### src/rtl/mem_stage_pkg.sv
// Shared types for the memory stage: the ALU-stage bundle it consumes, the write-back bundle it
// produces, the stage FSM encoding and the word-address increment helper.
package mem_stage_pkg;

    // mem_word selects a 16-bit access; when clear the access is a single byte.
    typedef struct packed {
        logic [15:0] data_out;
        logic [1:0]  reg_write;
        logic [3:0]  reg_dest;
        logic        setPC;
        logic        mem_read;
        logic        mem_write;
        logic        mem_word;
        logic [23:0] mem_addr;
    } alu_signals;

    typedef struct packed {
        logic [15:0] data;
        logic [1:0]  reg_write;
        logic [3:0]  reg_dest;
        logic        setPC;
    } wb_signals;

    typedef enum logic [1:0] {
        IDLE  = 2'd0,
        XFER1 = 2'd1,
        XFER2 = 2'd2,
        WB    = 2'd3
    } mem_state_e;

    // Word address of byte address a+1, wrapping 0xFFFFFF to 0x000000.
    function automatic logic [22:0] next_word_addr(input logic [23:0] a);
        return a[23:1] + {22'd0, a[0]};
    endfunction

endpackage

### src/rtl/mem_stage_lane_mux.sv
// Combinational lane steering: byte replication / word alignment on writes, lane extraction and
// zero-extension on reads. Honours MEM_STAGE_UNALIGNED_SPLIT_EN for odd word accesses.
module mem_lane_mux (
    input  logic        word,
    input  logic        odd,
    input  logic        wr_second,
    input  logic [15:0] data,
    input  logic [15:0] rdata,
    input  logic [7:0]  first_byte,
    output logic [1:0]  be,
    output logic [15:0] wdata,
    output logic [15:0] rresult
);

    logic split_s;

`ifdef MEM_STAGE_UNALIGNED_SPLIT_EN
    assign split_s = word & odd;
`else
    assign split_s = 1'b0;
`endif

    // Lane enables, write data and read result for the current access phase
    always_comb begin
        be      = 2'b11;
        wdata   = data;
        rresult = rdata;
        if (!word) begin
            be      = odd ? 2'b10 : 2'b01;
            wdata   = {data[7:0], data[7:0]};
            rresult = {8'h00, (odd ? rdata[15:8] : rdata[7:0])};
        end else if (split_s) begin
            be      = wr_second ? 2'b01 : 2'b10;
            wdata   = wr_second ? {data[15:8], data[15:8]} : {data[7:0], data[7:0]};
            rresult = {rdata[7:0], first_byte};
        end else begin
            be      = 2'b11;
            wdata   = data;
            rresult = rdata;
        end
    end

endmodule

### src/rtl/mem_stage.sv
// Memory pipeline stage: req/ack bus transfer for byte/word loads and stores, then write-back.
// Optional odd-address word splitting is enabled by defining MEM_STAGE_UNALIGNED_SPLIT_EN.
module mem_stage
    import mem_stage_pkg::*;
#(
    parameter int WAIT_LIMIT = 16
) (
    input  logic        clk,
    input  logic        rst_n,
    input  logic        en,
    input  alu_signals  control_signals_in,
    output logic        busy,
    output logic        bus_req,
    output logic        bus_we,
    output logic [22:0] bus_addr,
    output logic [1:0]  bus_be,
    output logic [15:0] bus_wdata,
    input  logic        bus_ack,
    input  logic [15:0] bus_rdata,
    output logic        wb_valid,
    output logic [15:0] wb_data,
    output logic [1:0]  wb_reg_write,
    output logic [3:0]  wb_reg_dest,
    output logic        wb_setPC,
    output logic        err
);

    localparam int CW = (WAIT_LIMIT > 1) ? $clog2(WAIT_LIMIT) : 1;

    mem_state_e  state_r;
    alu_signals  op_r;
    wb_signals   wb_r;
    logic [7:0]  first_byte_r;
    logic [CW-1:0] wait_cnt_r;
    logic        busy_r;
    logic        bus_req_r;
    logic        bus_we_r;
    logic [22:0] bus_addr_r;
    logic [1:0]  bus_be_r;
    logic [15:0] bus_wdata_r;
    logic        wb_valid_r;
    logic        err_r;

    alu_signals  src_s;
    logic        split_s;
    logic        timeout_s;
    logic [1:0]  be_s;
    logic [15:0] wdata_s;
    logic [15:0] rresult_s;

    // While idle the lane mux looks at the incoming bundle so the first transfer can launch at once
    assign src_s = (state_r == IDLE) ? control_signals_in : op_r;

`ifdef MEM_STAGE_UNALIGNED_SPLIT_EN
    assign split_s = op_r.mem_word & op_r.mem_addr[0];
`else
    assign split_s = 1'b0;
`endif

    mem_lane_mux u_lane_mux (
        .word       (src_s.mem_word),
        .odd        (src_s.mem_addr[0]),
        .wr_second  (state_r == XFER1),
        .data       (src_s.data_out),
        .rdata      (bus_rdata),
        .first_byte (first_byte_r),
        .be         (be_s),
        .wdata      (wdata_s),
        .rresult    (rresult_s)
    );

    // Wait-limit detection on the cycle that would be the WAIT_LIMIT-th unacknowledged one
    always_comb begin
        timeout_s = 1'b0;
        if (WAIT_LIMIT != 0 && bus_req_r && !bus_ack) begin
            timeout_s = (wait_cnt_r == CW'(WAIT_LIMIT - 1));
        end else begin
            timeout_s = 1'b0;
        end
    end

    // Stage FSM with all outputs registered
    always_ff @(posedge clk or negedge rst_n) begin
        if (!rst_n) begin
            state_r      <= IDLE;
            op_r         <= '0;
            wb_r         <= '0;
            first_byte_r <= 8'h00;
            wait_cnt_r   <= CW'(0);
            busy_r       <= 1'b0;
            bus_req_r    <= 1'b0;
            bus_we_r     <= 1'b0;
            bus_addr_r   <= 23'd0;
            bus_be_r     <= 2'b00;
            bus_wdata_r  <= 16'h0000;
            wb_valid_r   <= 1'b0;
            err_r        <= 1'b0;
        end else begin
            wb_valid_r <= 1'b0;
            err_r      <= 1'b0;
            case (state_r)
                IDLE: begin
                    if (en) begin
                        op_r       <= control_signals_in;
                        busy_r     <= 1'b1;
                        wait_cnt_r <= CW'(0);
                        if (control_signals_in.mem_read || control_signals_in.mem_write) begin
                            state_r     <= XFER1;
                            bus_req_r   <= 1'b1;
                            bus_we_r    <= control_signals_in.mem_write;
                            bus_addr_r  <= control_signals_in.mem_addr[23:1];
                            bus_be_r    <= be_s;
                            bus_wdata_r <= wdata_s;
                        end else begin
                            state_r <= WB;
                        end
                    end
                end
                XFER1, XFER2: begin
                    if (bus_ack) begin
                        if (state_r == XFER1 && split_s) begin
                            state_r      <= XFER2;
                            first_byte_r <= bus_rdata[15:8];
                            bus_addr_r   <= next_word_addr(op_r.mem_addr);
                            bus_be_r     <= be_s;
                            bus_wdata_r  <= wdata_s;
                            wait_cnt_r   <= CW'(0);
                        end else begin
                            state_r    <= WB;
                            bus_req_r  <= 1'b0;
                            busy_r     <= 1'b0;
                            wb_valid_r <= 1'b1;
                            wb_r       <= '{data:      (op_r.mem_write ? op_r.data_out : rresult_s),
                                            reg_write: op_r.reg_write,
                                            reg_dest:  op_r.reg_dest,
                                            setPC:     op_r.setPC};
                        end
                    end else if (timeout_s) begin
                        state_r   <= IDLE;
                        bus_req_r <= 1'b0;
                        busy_r    <= 1'b0;
                        err_r     <= 1'b1;
                    end else if (WAIT_LIMIT != 0) begin
                        wait_cnt_r <= wait_cnt_r + CW'(1);
                    end
                end
                WB: begin
                    state_r <= IDLE;
                    // Memory ops already pulsed on the ack edge; only register-only ops pulse here
                    if (!(op_r.mem_read || op_r.mem_write)) begin
                        busy_r     <= 1'b0;
                        wb_valid_r <= 1'b1;
                        wb_r       <= '{data:      op_r.data_out,
                                        reg_write: op_r.reg_write,
                                        reg_dest:  op_r.reg_dest,
                                        setPC:     op_r.setPC};
                    end
                end
                default: begin
                    state_r <= IDLE;
                end
            endcase
        end
    end

    assign busy         = busy_r;
    assign bus_req      = bus_req_r;
    assign bus_we       = bus_we_r;
    assign bus_addr     = bus_addr_r;
    assign bus_be       = bus_be_r;
    assign bus_wdata    = bus_wdata_r;
    assign wb_valid     = wb_valid_r;
    assign wb_data      = wb_r.data;
    assign wb_reg_write = wb_r.reg_write;
    assign wb_reg_dest  = wb_r.reg_dest;
    assign wb_setPC     = wb_r.setPC;
    assign err          = err_r;

endmodule
### config.mk
export PLATFORM = sky130hd
export DESIGN_NAME = mem_stage
export DESIGN_NICKNAME = d
export VERILOG_FILES = /design/src/rtl/mem_stage_pkg.sv /design/src/rtl/mem_stage_lane_mux.sv /design/src/rtl/mem_stage.sv
export SDC_FILE = /design/constraint.sdc
export NUM_CORES = 1
export LEC_CHECK = 0
export ABC_CLOCK_PERIOD_IN_PS = 1800
export CAP_MARGIN = 10
export CORE_MARGIN = 2
export CORE_UTILIZATION = 30
export CTS_BUF_LIST = sky130_fd_sc_hd__clkbuf_16
export DETAILED_ROUTE_END_ITERATION = 12
export RECOVER_POWER = 100
export SLEW_MARGIN = 10
export SYNTH_ARGS = -nofsm -noshare
export SYNTH_HDL_FRONTEND = slang
export SYNTH_SLANG_ARGS = --single-unit
### constraint.sdc
create_clock -name clk -period 1.8 [get_ports clk]
set_input_delay 0.36 -clock clk [delete_from_list [all_inputs] [get_ports clk]]
set_output_delay 0.36 -clock clk [all_outputs]
set_load 0.05 [all_outputs]
## Word-level counts from Yosys, hierarchy flattened

Cells that the tools add are included.

- Register bits after elaboration: 125
- Bits of input ports: 70
- Logic and storage cells: 83

- Add/sub/neg operators: 1
- Equality and inequality tests: 11
- Mux-type cells: 34
- Reduce and logical (&&, ||, !) cells: 15

Operator list:

| kind | number |
|---|---|
| 50-bit two-way mux | 1 |
| 16-bit two-way mux | 3 |
| 23-bit two-way mux | 2 |
| 23-bit case mux with 2 select lines | 1 |
| 1-bit two-way mux | 12 |
| 2-bit two-way mux | 6 |
| 4-bit two-way mux | 3 |
| 2-bit inequality test, second input constant | 5 |
| 3-bit AND reduction | 3 |
| 8-bit two-way mux | 1 |
| 4-bit case mux with 2 select lines | 1 |
| 4-bit AND reduction | 2 |
| 2-bit case mux with 3 select lines | 1 |
| 4-bit by 1-bit adder with 4-bit output, second input constant | 1 |
| 2-bit == test, second input constant | 2 |
| 4-bit == test, second input constant | 1 |
| 1-bit case mux with 2 select lines | 2 |
| 2-bit AND reduction | 2 |
| 2-bit nonzero test | 2 |
| 3-bit inequality test, second input constant | 1 |
| 1-bit case mux with 3 select lines | 1 |
| 2-bit by 1-bit == test with 1-bit output, second input constant | 1 |
| 2-bit logical NOT | 1 |
| 1-bit logical OR | 2 |
| other kinds (4) | 4 |

## Longest topological paths before layout

- Depth after elaboration: 7
- Gate-level depth with buffers: 9

## By module

A second synthesis with hierarchy kept.

- Cells, all modules: 357
- Area, all modules: 4760.8 sq um

Modules (own cells, without submodules):

| module | instances | cells an instance | area an instance (sq um) | sequential area each (sq um) |
|---|---|---|---|---|
| mem_stage | 1 | 320 | 4394.2 | 2552.4 |
| mem_lane_mux | 1 | 37 | 366.6 | 0.0 |

## Worst setup path after synthesis

Ideal clock, no wire load.

- Path kind: reg2reg
- Start: register state_r[1]
- End: register wb_r, in the netlist wb_data[5]
- Setup time: 134 ps
- Arrival: 1712 ps
- Data required time: 1666 ps
- Path slack: -46 ps
- Stages on the path, launching flop included: 10
- Period minus slack after synthesis: 1846 ps
- Path through: dfrtp_1 inv_1 ha_1 nor2b_4 buf_6 or3_1 buf_2 buf_6 nand2_1 o211ai_1

- Cells in the longest elaborated chain, start to end: 7

Ends and longest elaborated chain:

| item | RTL line | RTL |
|---|---|---|
| start, declared | mem_stage.sv:30 | `mem_state_e state_r;` |
| start signal, assigned | mem_stage.sv:85 | `state_r <= IDLE;` |
| start signal, assigned | mem_stage.sv:108 | `state_r <= XFER1;` |
| start signal, assigned | mem_stage.sv:115 | `state_r <= WB;` |
| 2-bit logical NOT | mem_stage.sv:52 | `assign src_s = (state_r == IDLE) ? control_signals_in : op_r;` |
| 50-bit two-way mux | mem_stage.sv:52 |  |
| 8-bit two-way mux | mem_stage_lane_mux.sv:31 | `rresult = {8'h00, (odd ? rdata[15:8] : rdata[7:0])};` |
| 16-bit two-way mux | mem_stage_lane_mux.sv:28 | `if (!word) begin` |
| 16-bit two-way mux | mem_stage.sv:133 | `wb_r <= '{data: (op_r.mem_write ? op_r.data_out : rresult_s),` |
| 23-bit two-way mux | mem_stage.sv:120 | `if (bus_ack) begin` |
| 23-bit case mux with 2 select lines | mem_stage.sv:101 | `case (state_r)` |
| end signal, assigned | mem_stage.sv:133 |  |
| end signal, assigned | mem_stage.sv:153 | `wb_r <= '{data: op_r.data_out,` |
| end, declared | mem_stage.sv:32 | `wb_signals wb_r;` |

Parallel ways exist; a longest one is shown, timed or not. The select of a mux whose other input is x is not followed.
A chain may end at the register's enable or synchronous reset.

## Worst setup path in the final report

Ends and elaborated chain as after synthesis.

==> metrics.md <==
| Metric | Value |
|---|---|
| Die area | `15,600 µm²` |
| Largest cells by area after synthesis | `dfrtp_1 (58%), mux2_2 (14%), nand2_1 (4.9%), mux2i_1 (3.9%), o21ai_0 (2.3%)` |
| Main synth FF type | `dfrtp_1` |
| TritonCTS Buffers | `9` |
| CTS clk-pin slew, worst paths | `0.07 ns` |
| Fillers | `1,391` |
| GP Congestion | `0.757` |
| Initial antenna violation count | `0` |
| Hold Crit Depth | `2` |
| Synth top area share | `58.4%` |
| Root Buffer | `clkbuf_16` |
| Post-Syn Instances | `366` |
| Sink Count | `102` |
| Post-Syn Nets | `439` |
| Number of synthesized flops with an enable pin | `0` |
| WP buf/inv | `2` |
| CP max stage delay | `0.41 ns` |
| Vias | `3,352` |
| Final slew viol count | `0` |
| # placed instances | `692` |
| Reg2reg path depth | `7` |
| Slew @ Worst Pin | `0.924 ns` |
| DRC viols | `0` |
| Number of synthesized register bits | `102` |
| RR Startpoint | `state_r[1]` |
| Period utilization | `94.5%` |
| CTS tree | `yes` |
| Max stage delay cell, worst path | `dfrtp_1` |
| Global route overflow | `0` |
| Chip Width | `125 µm` |
| # Max-Cap Violations | `0` |
| Startpoint types | `register` |
| Hold WC Path Type | `reg2reg` |
| GR Util All Layers | `15.3%` |
| Final worst slack | `0.0993 ns` |
| Yosys cell types | `37` |
| Post-layout nets | `593` |
| Routed vias/inst | `4.73` |
| Layout Cells excl Fill | `709` |
| Setup slack after placement | `-0.104 ns` |
| Antenna viol nets, final | `0` |
| Worst Setup SP | `state_r[1]` |
| Highest clock rate | `588 MHz` |
| Dominant cell type by area after synthesis | `dfrtp_1` |
| H-tree depth | `3` |
| R2r setup slk | `0.1 ns` |
| Peak VDD IR | `0.000849 V` |
| Tot Pwr | `12.8 mW` |
| FF-to-FF End | `wb_data[5]` |
| Vias in the first global route | `3,467` |
| WP data arrival | `1.92 ns` |
| Crit-path cells | `inv_1 > ha_4 > nor2b_4 > or3_1 > buf_6 > nand2_1 > o211ai_1` |
| Count of boundary I/O pins | `139` |
| Worst Hold End | `wb_reg_write[1]` |
| Initial Utilization | `30.4%` |
| Post-DP HPWL | `8780 µm` |
| Crit path max-delay family | `simple AND/OR/NAND/NOR gates` |
| Final Hold Fails | `0` |
| CP Max Fanout | `15` |
| Status | `complete, no violations` |
| Worst Skew | `0.00694 ns` |
| Final WL | `11,500 µm` |
| Die H | `125 µm` |
| Layout cells sized above 1 | `19.0%` |
| Finished Cell Area | `5960 µm²` |
| Synth warn | `0` |
| Share of flip-flops with an asynchronous set or reset | `100%` |
| Leakage | `2.61 nW` |
| CP Data Required Time | `2.02 ns` |
| 1st-pass router iterations | `4` |
| Wire length of the first global-routing pass | `18,600 µm` |
| Setup crit end kind | `register` |
| # rows | `44` |
| Synth-to-Final Area Change | `36.3%` |
| Mapped cell area | `4370 µm²` |
| Hold Startpoint | `op_r[33]` |
| ANT cells | `0` |
| Wire length per cell | `16.2 µm` |
| Tmin final | `1.70 ns` |
| RSZ-0062 raised after global routing | `false` |
| CP Class | `reg2reg` |
| Pwr dens | `2140 nW/µm²` |
| PortBufs | `138` |
| Clock Latency Late Sink | `0.35 ns` |
| # setup viols final | `0` |
| Largest net degree at the start of global routing | `33` |
| Cell Area, Placed | `5970 µm²` |
| Max clock buf depth | `2` |
| DR iter-0 viols | `170` |
| CORE AREA | `14,400 µm²` |
| Post-Syn Area per Cell | `11.9 µm²` |
| Worst slew margin | `38.4%` |
| Register area share after synthesis | `58.4%` |
what timing repair did:
action | in CTS | in global routing
gates resized for setup | 0 | 3
hold buffers | 1 | 0
endpoints found under the hold margin | 29 | 0
buffers inserted | 0 | 0
setup endpoints to repair | 0 | 5
layout by cell type, fill, tap and decap left out, types with 2 or more instances in the layout:
master and n:
dfrtp_1 102, a22o_1 2, a21oi_1 5, nand3_1 16, mux2i_1 17, clkdlybuf4s50_1 68, clkbuf_1 68, nor2b_1 3
clkinv_1 2, and2b_1 2, ha_1 2, buf_12 5, nand2_1 57, clkinv_2 2, nand4_1 2, mux2_2 53
inv_1 4, buf_2 2, buf_4 13, mux2_1 4, clkbuf_2 5, and3_1 3, a31oi_1 9, o21ai_0 20
nor2_1 20, or2_2 2, o211ai_1 8, clkbuf_16 9
metrics by stage:
step / hold WS [ns] / setup TNS, ns / utilization (%)
after floorplan: 0.0644 / 0 / -
after detailed placement: 0.353 / -3.41 / 41.6
after global routing: 0.492 / 0 / 41.4
after global placement: 0.352 / -3.17 / 41.6
after CTS: 0.469 / 0 / 43.5
final: 0.468 / 0 / 41.4
worst max path at each step:
stage / end / slack [ns] / cells past startpoint
floorplan: wb_data[5] / 0.01 / 9
global placement: bus_addr[4] / -0.1 / 5
detailed placement: bus_addr[2] / -0.10 / 5
CTS: wb_data[7] / 0.06 / 7
global route: wb_data[5] / 0.004 / 7
finish: wb_data[5] / 0.1 / 7
state kept, by name, summed over array words and instances (netlist names), 2 cells and up:
register / count
bus_addr: 23
bus_be: 2
bus_wdata: 16
op_r: 27
state_r: 2
wait_cnt_r: 4
wb_data: 16
wb_reg_dest: 4
wb_reg_write: 2
synth_stat cells (2+ instances only):
master and instances:
and2b_1 2, inv_1 2, a21oi_1 5, and2_1 2
mux2_2 54, a22o_1 2, buf_6 2, buf_2 8
mux2_1 4, buf_4 5, o21ai_0 20, clkbuf_1 5
dfrtp_1 102, nand2_1 57, mux2i_1 17, or2_2 2
nor2b_1 3, and3_1 3, ha_1 3, a31oi_1 9
o211ai_1 8, nand4_1 2, nand3_1 16, nor2_1 20
worst min-delay path, stage by stage (launching register included):
cell     delay, ns
dfrtp_1       0.34
nand2_1       0.05
nand2_1       0.05
report_power, final:
| group | leakage, nW | total [mW] | internal, mW | switching [mW] |
|---|---|---|---|---|
| registers | 1.23 | 4.09 | 3.45 | 0.644 |
| logic | 1.24 | 6.94 | 2.16 | 4.78 |
| clock network | 0.137 | 1.74 | 0.915 | 0.822 |
| total | 2.61 | 12.8 | 6.52 | 6.25 |
routing by layer:
layer / global-route usage [%] / part of all wire, % / vias up / wire length, µm
li1: - / - / 1599 / -
met1: 20.2 / 45 / 1616 / 5200
met2: 23.9 / 46 / 117 / 5280
met3: 3.82 / 6.1 / 20 / 700
met4: 6.81 / 2.6 / 0 / 300
met5: 0 / 0 / - / 0
kinds of logic (layout without fill, tap and decap cells):
kind of cell	Yosys count	count (layout)	share of synthesized area, %
flip-flops	102	102	58.4
AO/OA/AOI/OAI	49	49	7.01
AND/OR/NAND/NOR	115	115	12.0
adder cells (fa/ha/maj)	3	3	0.859
multiplexers	75	75	18.8
buffers and inverters	22	181	2.89
final cells by class:
type	instances	area, µm²	share of cell area, %
flip-flops and latches	102	2550	42.9
multi-input cells	242	1720	28.8
repair buffers	163	1190	20.0
well taps	184	230	3.87
clock buffers	9	225	3.78
clock inverters	7	33.8	0.567
inverters	2	7.51	0.126
(Power assumes the default switching activity.)
